## src/rtl/txt_pkg.sv

```systemverilog
// Shared constants and state type for the text-line fetch path.
// A text line is LINE_LEN characters addressed as {row, col} in the ROM bank.
package txt_pkg;

  localparam int LINE_LEN = 16;
  localparam int CHAR_W   = 7;
  localparam int XY_W     = 8;
  localparam int COL_W    = 4;
  localparam int ROW_W    = XY_W - COL_W;

  typedef enum logic [1:0] {
    ST_IDLE  = 2'd0,
    ST_FETCH = 2'd1,
    ST_DRAIN = 2'd2,
    ST_DONE  = 2'd3
  } fetch_state_t;

  function automatic logic [XY_W-1:0] make_xy(input logic [ROW_W-1:0] row,
                                              input logic [COL_W-1:0] col);
    return {row, col};
  endfunction

endpackage

```

## src/rtl/rr_arbiter.sv

```systemverilog
// Round-robin arbiter: combinational grant from req and the rotating pointer;
// the pointer moves past the serviced requester when advance is pulsed.
module rr_arbiter #(
  parameter int NREQ  = 2,
  parameter int IDX_W = (NREQ > 1) ? $clog2(NREQ) : 1
) (
  input  logic             clk,
  input  logic             rst,
  input  logic [NREQ-1:0]  req,
  input  logic             advance,
  input  logic [IDX_W-1:0] adv_idx,
  output logic             gnt_valid,
  output logic [IDX_W-1:0] gnt_idx
);

  logic [IDX_W-1:0]  ptr;
  logic [2*NREQ-1:0] req_dbl;
  logic [NREQ-1:0]   req_rot;
  logic [IDX_W:0]    sum;

  // Rotate so the pointer position sits at bit 0; scan high-to-low so the
  // lowest rotated offset (closest to the pointer) is the last to win.
  always_comb begin
    req_dbl   = {req, req};
    req_rot   = NREQ'(req_dbl >> ptr);
    gnt_valid = 1'b0;
    gnt_idx   = '0;
    sum       = '0;
    for (int i = NREQ - 1; i >= 0; i--) begin
      if (req_rot[i]) begin
        sum = {1'b0, ptr} + (IDX_W+1)'(i);
        if (sum >= (IDX_W+1)'(NREQ)) begin
          sum = sum - (IDX_W+1)'(NREQ);
        end
        gnt_valid = 1'b1;
        gnt_idx   = sum[IDX_W-1:0];
      end
    end
  end

  always_ff @(posedge clk or posedge rst) begin
    if (rst) begin
      ptr <= '0;
    end else if (advance) begin
      if (adv_idx == IDX_W'(NREQ - 1)) begin
        ptr <= '0;
      end else begin
        ptr <= adv_idx + 1'b1;
      end
    end
  end

endmodule

```

## src/rtl/txt_line_fetcher.sv

```systemverilog
// Shares the 1-cycle-latency text ROM between draw requesters: fetches one
// 16-character line per grant into the line buffer, then pulses done.
//
//   state    | meaning
//   ---------+---------------------------------------------------------
//   ST_IDLE  | waiting; arbiter grant latches requester id/row
//   ST_FETCH | issuing char_xy for col 0..15, writes trail by one cycle
//   ST_DRAIN | final write (col 15) while address holds
//   ST_DONE  | done pulse to granted requester, pointer advances
module txt_line_fetcher
  import txt_pkg::*;
#(
  parameter int NREQ = 2,
  parameter int ID_W = 4
) (
  input  logic                 clk,
  input  logic                 rst,
  input  logic [NREQ-1:0]      req,
  input  logic [NREQ*ID_W-1:0] req_id,
  input  logic [NREQ*4-1:0]    req_row,
  output logic [ID_W-1:0]      rom_sel,
  output logic [XY_W-1:0]      char_xy,
  input  logic [CHAR_W-1:0]    char_code,
  output logic                 wr_en,
  output logic [COL_W-1:0]     wr_addr,
  output logic [CHAR_W-1:0]    wr_data,
  output logic                 busy,
  output logic [NREQ-1:0]      done
);

  localparam int IDX_W = (NREQ > 1) ? $clog2(NREQ) : 1;

  fetch_state_t     state;
  logic [COL_W-1:0] col;
  logic [IDX_W-1:0] gnt_q;
  logic             gnt_valid;
  logic [IDX_W-1:0] gnt_idx;
  logic             advance;
  logic [ID_W-1:0]  sel_id;
  logic [ROW_W-1:0] sel_row;

  assign advance = (state == ST_DONE);

  rr_arbiter #(
    .NREQ  (NREQ),
    .IDX_W (IDX_W)
  ) u_arb (
    .clk       (clk),
    .rst       (rst),
    .req       (req),
    .advance   (advance),
    .adv_idx   (gnt_q),
    .gnt_valid (gnt_valid),
    .gnt_idx   (gnt_idx)
  );

  always_comb begin
    sel_id  = '0;
    sel_row = '0;
    for (int i = 0; i < NREQ; i++) begin
      if (gnt_idx == IDX_W'(i)) begin
        sel_id  = req_id[i*ID_W +: ID_W];
        sel_row = req_row[i*ROW_W +: ROW_W];
      end
    end
  end

  // ROM data arrives in the write cycle itself, so it passes straight through;
  // gating with wr_en keeps the bus at zero outside writes and under reset.
  assign wr_data = wr_en ? char_code : '0;

  // rom_sel and the row nibble of char_xy act as the latched job parameters
  // and are only reloaded on a grant.
  always_ff @(posedge clk or posedge rst) begin
    if (rst) begin
      state   <= ST_IDLE;
      col     <= '0;
      gnt_q   <= '0;
      rom_sel <= '0;
      char_xy <= '0;
      wr_en   <= 1'b0;
      wr_addr <= '0;
      busy    <= 1'b0;
      done    <= '0;
    end else begin
      case (state)
        ST_IDLE: begin
          done  <= '0;
          wr_en <= 1'b0;
          if (gnt_valid) begin
            gnt_q   <= gnt_idx;
            rom_sel <= sel_id;
            char_xy <= make_xy(sel_row, '0);
            col     <= '0;
            busy    <= 1'b1;
            state   <= ST_FETCH;
          end
        end
        ST_FETCH: begin
          wr_en   <= 1'b1;
          wr_addr <= col;
          if (col == COL_W'(LINE_LEN - 1)) begin
            state <= ST_DRAIN;
          end else begin
            col     <= col + 1'b1;
            char_xy <= make_xy(char_xy[XY_W-1:COL_W], col + 1'b1);
          end
        end
        ST_DRAIN: begin
          wr_en <= 1'b0;
          done  <= NREQ'(1) << gnt_q;
          state <= ST_DONE;
        end
        ST_DONE: begin
          done  <= '0;
          busy  <= 1'b0;
          col   <= '0;
          state <= ST_IDLE;
        end
        default: begin
          state <= ST_IDLE;
        end
      endcase
    end
  end

endmodule

```

## config.mk

```make
export PLATFORM = sky130hd
export DESIGN_NAME = txt_line_fetcher
export DESIGN_NICKNAME = d
export VERILOG_FILES = /design/src/rtl/txt_pkg.sv /design/src/rtl/rr_arbiter.sv /design/src/rtl/txt_line_fetcher.sv
export SDC_FILE = /design/constraint.sdc
export NUM_CORES = 1
export LEC_CHECK = 0
export ABC_CLOCK_PERIOD_IN_PS = 3450
export CORE_MARGIN = 2
export CORE_UTILIZATION = 46
export DETAILED_ROUTE_END_ITERATION = 10
export PLACE_DENSITY = 0.88
export SLEW_MARGIN = 25
export SYNTH_ARGS = -nofsm -noshare
export SYNTH_HDL_FRONTEND = slang
export SYNTH_SLANG_ARGS = --single-unit
```

## constraint.sdc

```tcl
create_clock -name clk -period 3.45 [get_ports clk]
set_input_delay 0.5175 -clock clk [delete_from_list [all_inputs] [get_ports clk]]
set_output_delay 0.5175 -clock clk [all_outputs]
set_load 0.02 [all_outputs]
```

==> key figures, run 1 <==
Final layout
  • Antenna diodes: 0
  • Most common cell after layout, fill and taps aside: clkdlybuf4s50_1
  • Final Util: 71.1%
  • Area grow syn2layout: 43.5%
  • Fin nets: 217
  • Share of cells above drive strength 1: 10.4%
  • Most frequent cells in the layout: clkdlybuf4s50_1, dfrtp_1, nand2_1

Floorplan
  • Die ar.: 3480 um2
  • Core area: 2810 um2
  • Die width: 59.0 um
  • Placement Rows: 19
  • Initial core utilization: 49.6%
  • I/O pin cnt: 54
  • Die Ht: 59.0 um

Timing
  • Fin crit period: 2.21 ns
  • Pins over their slew limit: 0
  • Fmax: 452 MHz
  • Worst-Margin Slew: 0.631 ns
  • Period Utilization, post-route: 64.2%
  • Setup_tns: 0 ns
  • Worst hold slack: 0.507 ns
  • Endpoints failing setup: 0
  • Clock Skews: 0.00420 ns
  • Hold Vio Cnt, Final: 0
  • Unrepaired setup endpoints after global routing: no
  • Relative max-transition margin: 57.9%

CTS
  • CTS tree: yes
  • Root buffer cell: clkbuf_4
  • Post-CTS sizing: 0
  • Clock buffer count from CTS: 3
  • Worst-path clk slew: 0.15 ns
  • H-tree lvl count: 1
  • Post-CTS Setup Bufs: 0
  • Clock Sinks: 28
  • CTS Hold Bufs: 0
  • Clock Tree Buf Depth: 2
  • Clock Latency Late Sink: 0.33 ns

Routing
  • First DRT Iteration DRCs: 25
  • Post-route antenna net violation count: 0
  • Drt first pass iters: 7
  • Residual DRC: 5
  • Routed wire length: 2960 um
  • WL/cell: 13.9 um
  • Vias/cell: 5.17
  • Total number of vias: 1,107

Worst setup path
  • CP startpoint kind: primary input
  • R2R cell count: 6
  • CP endpoint kind: primary output
  • RR Startpoint: state[1]$_DFFE_PP0P_
  • Worst stage delay on the critical path: 0.60 ns
  • WP data arrival: 1.70 ns
  • Worst path required time: 2.93 ns
  • Peak fanout along the critical path: 1
  • Capturing point of the worst reg2reg path: char_xy[3]$_DFFE_PP0P_
  • Crit path from: char_code[0]
  • CP max stage cell: clkdlybuf4s50_1
  • Reg-to-reg slack, setup: 1.35 ns
  • CP Capture Point: wr_data[0]
  • Most used cell, CP: clkdlybuf4s50_1
  • CP Cell Sequence: clkdlybuf4s50_1 > and2_1 > clkdlybuf4s50_1
  • WS Path Type: primary input to primary output

Synthesis
  • Post-synth EDFFs: 0
  • Largest area contributor in the netlist: dfrtp_1
  • Mapped Cells: 128
  • Syn avg cell area: 10.9 um2
  • Area contributors post-synth: dfrtp_1, mux2i_1, ha_1
  • Synth top area share: 50.4%
  • Post-synthesis sequential area ratio: 50.4%
  • Synthesized flop and latch total: 28
  • Syn_nets: 161
  • Leading register cell type out of synthesis: dfrtp_1
  • Post-Syn Area: 1390 um2
  • Ys Warns: 0
  • Async S/R FF share, synth: 100%
  • Synth unique cells: 31

Power and ir drop
  • Power share of the sequential group: 33.6%
  • Clock power share: 13.5%
  • Total power: 1.60 mW
  • Pwr dens: 804 nW/um2
  • Worst IR Drop VDD: 510 uV
  • Sw Ratio: 39.9%
  • Cell-internal power: 0.963 mW
  • Comb pwr share: 52.9%
  • Switch Pwr: 0.640 mW
  • Leak: 0.888 nW

Global routing
  • First-pass GRT wire length: 5110 um
  • Initial antenna violation count: 0
  • Vias in the first global route: 1,192
  • GRT Total Usage: 19.2%
  • Grt total ovfl: 0
  • Pin count of the biggest net entering global routing: 29

Outcome
  • Outcome: finished with violations
  • Failing checks: design-rule violations

Placement
  • DP HPWL: 2320 um
  • Port bufs: 53
  • Final Wtd Congestion: 0.807

Run
  • Max Cap Viol: 0

Hold path
  • Hold/Removal Path Class: flip-flop to flip-flop
[final cells by class]
cell class,count,area [um2]
fillers,222,811
flip-flops and latches,28,701
multi-input cells,90,642
repair buffers,53,531
well taps,31,38.8
clock inverters,1,30.0
inverters,8,30.0
clock buffers,3,22.5
[cell families (layout without fill, tap and decap cells)]
family	Yosys count	count (layout)	synth area share, %
compound gates	28	28	12.4
mux	15	15	11.6
flops	28	28	50.4
simple gates	39	39	15.5
buf+inv	10	65	3.42
xor+xnor	2	2	1.26
fa+ha+maj	6	6	5.40
[worst min path at each step]
| stage | from | endpoint | slack [ns] | cells after the start |
|---|---|---|---|---|
| 2_1_floorplan | gnt_q$_DFFE_PP0P_ | u_arb.ptr$_DFFE_PP0N_ | 0.46 | 1 |
| 3_3_place_gp | done[1]$_DFFE_PP0P_ | done[1]$_DFFE_PP0P_ | 0.46 | 2 |
| 3_5_place_dp | done[0]$_DFFE_PP0P_ | done[0]$_DFFE_PP0P_ | 0.47 | 2 |
| 4_1_cts | done[0]$_DFFE_PP0P_ | done[0]$_DFFE_PP0P_ | 0.51 | 2 |
| 5_1_grt | char_xy[0]$_DFFE_PP0P_ | char_xy[0]$_DFFE_PP0P_ | 0.54 | 1 |
| 6_report | done[0]$_DFFE_PP0P_ | done[0]$_DFFE_PP0P_ | 0.51 | 2 |
[stage by stage]
step	setup slack, ns	area, um2	std cells
final	1.24	1990	214
after global placement	1.25	1940	210
after global routing	1.18	1990	214
after floorplan	1.78	1390	128
after CTS	1.22	1990	214
after detailed placement	1.22	1940	210
[power groups by stage]
stage,Sequential [mW],Clock [mW],Combinational (mW)
3_3_place_gp,0.539,0,0.815
4_1_cts,0.540,0.223,0.853
6_report,0.538,0.216,0.848
3_5_place_dp,0.544,0,0.851
5_1_grt,0.557,0.232,0.928
2_1_floorplan,0.632,0,0.434
[state kept, by name (all words and copies together) (netlist names)]
register / flops
rom_sel: 4
wr_en: 1
gnt_q: 1
busy: 1
done: 2
col: 4
u_arb.ptr: 1
char_xy: 8
wr_addr: 4
state: 2
[cell usage after synthesis (2+ instances only)]
library cell	instances
and2_1	7
nand3_1	4
o2bb2ai_1	2
o21ai_0	7
mux2i_1	9
inv_1	7
ha_1	6
nor2_1	5
o21ai_1	10
dfrtp_1	28
xnor2_1	2
mux2_2	4
nand2_1	16
a21oi_1	4
[layer usage]
layer	global-route usage (%)	routed length, um	up-vias
met4	7.79	48	0
li1	-	-	548
met3	2.84	236	4
met2	35.2	1500	44
met5	0	0	-
met1	22.4	1180	511
[worst max-delay path, delay by kind of cell]
kind          cells  cell delay, ns
simple gates      1            0.13
buf+inv           2            1.04
No activity file was read; power rests on OpenSTA's default activity.
==> inputs of run 2 (changes only) <==
--- a/config.mk
+++ b/config.mk
@@ -5,11 +5,11 @@
 export SDC_FILE = /design/constraint.sdc
 export NUM_CORES = 1
 export LEC_CHECK = 0
-export ABC_CLOCK_PERIOD_IN_PS = 3450
+export ABC_CLOCK_PERIOD_IN_PS = 1800
 export CORE_MARGIN = 2
-export CORE_UTILIZATION = 46
+export CORE_UTILIZATION = 39
 export DETAILED_ROUTE_END_ITERATION = 10
-export PLACE_DENSITY = 0.88
+export PLACE_DENSITY = 0.8
 export SLEW_MARGIN = 25
 export SYNTH_ARGS = -nofsm -noshare
 export SYNTH_HDL_FRONTEND = slang
==> constraint.sdc (replaced) <==
create_clock -name clk -period 1.8 [get_ports clk]
set_input_delay 0.27 -clock clk [delete_from_list [all_inputs] [get_ports clk]]
set_output_delay 0.27 -clock clk [all_outputs]
set_load 0.02 [all_outputs]
==> key figures, run 2 (synthesis results as in run 1) <==
Outcome
  • Outcome: finished clean (was finished with violations)

Run
  • Max Cap Viol: 0 (unchanged)

Placement
  • DP HPWL: 2360 um (was 2320 um)
  • Dpl cells: 231 (was 210)
  • Port bufs: 53 (unchanged)
  • Final Wtd Congestion: 0.852 (was 0.807)
  • Worst slack, placed: 0.0427 ns (was 1.22 ns)

Final layout
  • Most frequent cells in the layout: clkdlybuf4s50_1, dfrtp_1, nand2_1 (unchanged)
  • Final Util: 61.5% (was 71.1%)
  • Fin nets: 224 (was 217)
  • Antenna diodes: 0 (unchanged)
  • Max FFs per register: 8 (unchanged)
  • Largest Register: char_xy (unchanged)
  • Filler Cell Count: 296 (was 222)
  • Area grow syn2layout: 50.0% (was 43.5%)
  • Most common cell after layout, fill and taps aside: clkdlybuf4s50_1 (unchanged)
  • Share of cells above drive strength 1: 13.7% (was 10.4%)
  • Final Non-Filler Cells: 236 (was 214)

Power and ir drop
  • Leak: 1.02 nW (was 0.888 nW)
  • Worst IR Drop VDD: 500 uV (was 510 uV)
  • Pwr dens: 1500 nW/um2 (was 804 nW/um2)

Timing
  • Worst setup margin: 0.133 ns (was 1.24 ns)
  • Clock Skews: 0.0157 ns (was 0.00420 ns)
  • Fin crit period: 1.67 ns
  • Fmax: 600 MHz
  • Worst-Margin Slew: 0.379 ns (was 0.631 ns)
  • Worst hold slack: 0.265 ns (was 0.507 ns)
  • Hold Vio Cnt, Final: 0 (unchanged)
  • Unrepaired setup endpoints after global routing: no (unchanged)
  • Pins over their slew limit: 0 (unchanged)
  • Relative max-transition margin: 74.6% (was 57.9%)
  • Period Utilization, post-route: 92.6%
  • Endpoints failing setup: 0 (unchanged)
  • Setup_tns: 0 ns (unchanged)

CTS
  • CTS tree: yes (unchanged)
  • Clock Sinks: 28 (unchanged)
  • Clock buffer count from CTS: 3 (unchanged)
  • H-tree lvl count: 1 (unchanged)
  • Clock Tree Buf Depth: 2 (unchanged)
  • Clock Latency Late Sink: 0.34 ns (was 0.33 ns)
  • Root buffer cell: clkbuf_4 (unchanged)
  • Worst-path clk slew: 0.16 ns (was 0.15 ns)

Floorplan
  • Placement Rows: 21 (was 19)
  • Die Ht: 63.7 um (was 59.0 um)
  • Die width: 63.7 um (was 59.0 um)
  • Core area: 3390 um2 (was 2810 um2)
  • I/O pin cnt: 54 (unchanged)
  • Die ar.: 4060 um2 (was 3480 um2)
  • Initial core utilization: 41.0% (was 49.6%)

Global routing
  • Pin count of the biggest net entering global routing: 29 (unchanged)
  • Grt total ovfl: 0 (unchanged)
  • GRT Total Usage: 15.4% (was 19.2%)
  • Initial antenna violation count: 0 (unchanged)
  • First-pass GRT wire length: 4910 um (was 5110 um)
  • Vias in the first global route: 1,093 (was 1,192)

Worst setup path
  • CP max stage cell: dfrtp_1 (was clkdlybuf4s50_1)
  • Crit-path leading delay family: simple AND/OR/NAND/NOR gates (was buffers and inverters)
  • WS Path Type: flip-flop to flip-flop (was primary input to primary output)
  • CP startpoint kind: flip-flop (was primary input)
  • Worst path required time: 2.05 ns (was 2.93 ns)
  • RR Startpoint: col[0]$_DFFE_PP0P_ (was state[1]$_DFFE_PP0P_)
  • WP data arrival: 1.91 ns (was 1.70 ns)
  • Peak fanout along the critical path: 5 (was 1)
  • Worst stage delay on the critical path: 0.46 ns (was 0.60 ns)
  • CP Cell Sequence: ha_1 > and4_4 > nor3_4 > mux2_1 (was clkdlybuf4s50_1 > and2_1 > clkdlybuf4s50_1)
  • Buffers and inverters on the worst path: 0 (was 2)
  • CP endpoint kind: flip-flop (was primary output)
  • Crit path from: col[0]$_DFFE_PP0P_ (was char_code[0])

Routing
  • Post-route antenna net violation count: 0 (unchanged)
  • Vias/cell: 4.76 (was 5.17)
  • Residual DRC: 0 (was 5)
  • WL/cell: 12.7 um (was 13.9 um)
  • Drt first pass iters: 4 (was 7)
  • Routed wire length: 3010 um (was 2960 um)
  • First DRT Iteration DRCs: 48 (was 25)
  • Total number of vias: 1,124 (was 1,107)

Hold path
  • Hold/Removal Path Class: primary input to asynchronous set/reset pin (was flip-flop to flip-flop)
run 2: cell types whose count changed in the layout (fill, tap and decap cells not counted), sizes merged:
cell	delta
dlymetal6s2s	+7
clkdlybuf4s50	-7
buf	+7
run 2: final timing paths:
path / endpoint / slack [ns] / cells after the start
min reg2reg: done[0]$_DFFE_PP0P_ / 0.51 / 2
max reg2reg: col[3]$_DFFE_PP0P_ / 0.13 / 4
min: char_xy[4]$_DFFE_PP0P_ / 0.27 / 3
max in group asynchronous: wr_en$_DFFE_PP0P_ / 1.24 / 3
max: col[3]$_DFFE_PP0P_ / 0.13 / 4
min in group clk: done[0]$_DFFE_PP0P_ / 0.51 / 2
run 2: through the flow:
step	instance area [um2]	power (mW)
after floorplan	1390	2.04
after global placement	2010	2.66
after detailed placement	2010	2.72
after CTS	2060	3.14
after global routing	2080	3.36
final	2080	3.12
run 2: final cells by class:
cell class | count | area, um2 | share of cell area (%)
clock buffers | 3 | 22.5 | 1.08
inverters | 8 | 30.0 | 1.44
multi-input cells | 90 | 642 | 30.8
flip-flops and latches | 28 | 702 | 33.7
clock inverters | 1 | 30.0 | 1.44
repair buffers | 60 | 601 | 28.8
well taps | 46 | 57.6 | 2.76
run 2: timing repair:
item                                    CTS  global route
endpoints found under the setup margin    7             7
hold buffers                              0             0
gates cloned                              0             0
buffers inserted                          0             1
hold endpoints to repair                  0             0
resized for setup                         1             7
run 2: routing by layer:
layer,global-route usage (%),vias to the layer above,routed length [um]
met5,0,-,0
met4,5.71,0,21
met3,2.68,2,193
met2,27.6,42,1570
met1,18.3,522,1220
li1,-,558,-
run 2: power by group:
group | switching [mW] | internal [mW]
registers | 0.173 | 0.865
clock network | 0.191 | 0.226
logic | 0.862 | 0.801
total | 1.23 | 1.89
run 2: worst reg2reg max path, cell delays in order (launching register included):
cell     delay (ns)
dfrtp_1        0.46
ha_1           0.29
and4_4         0.23
nor3_4         0.25
mux2_1         0.35
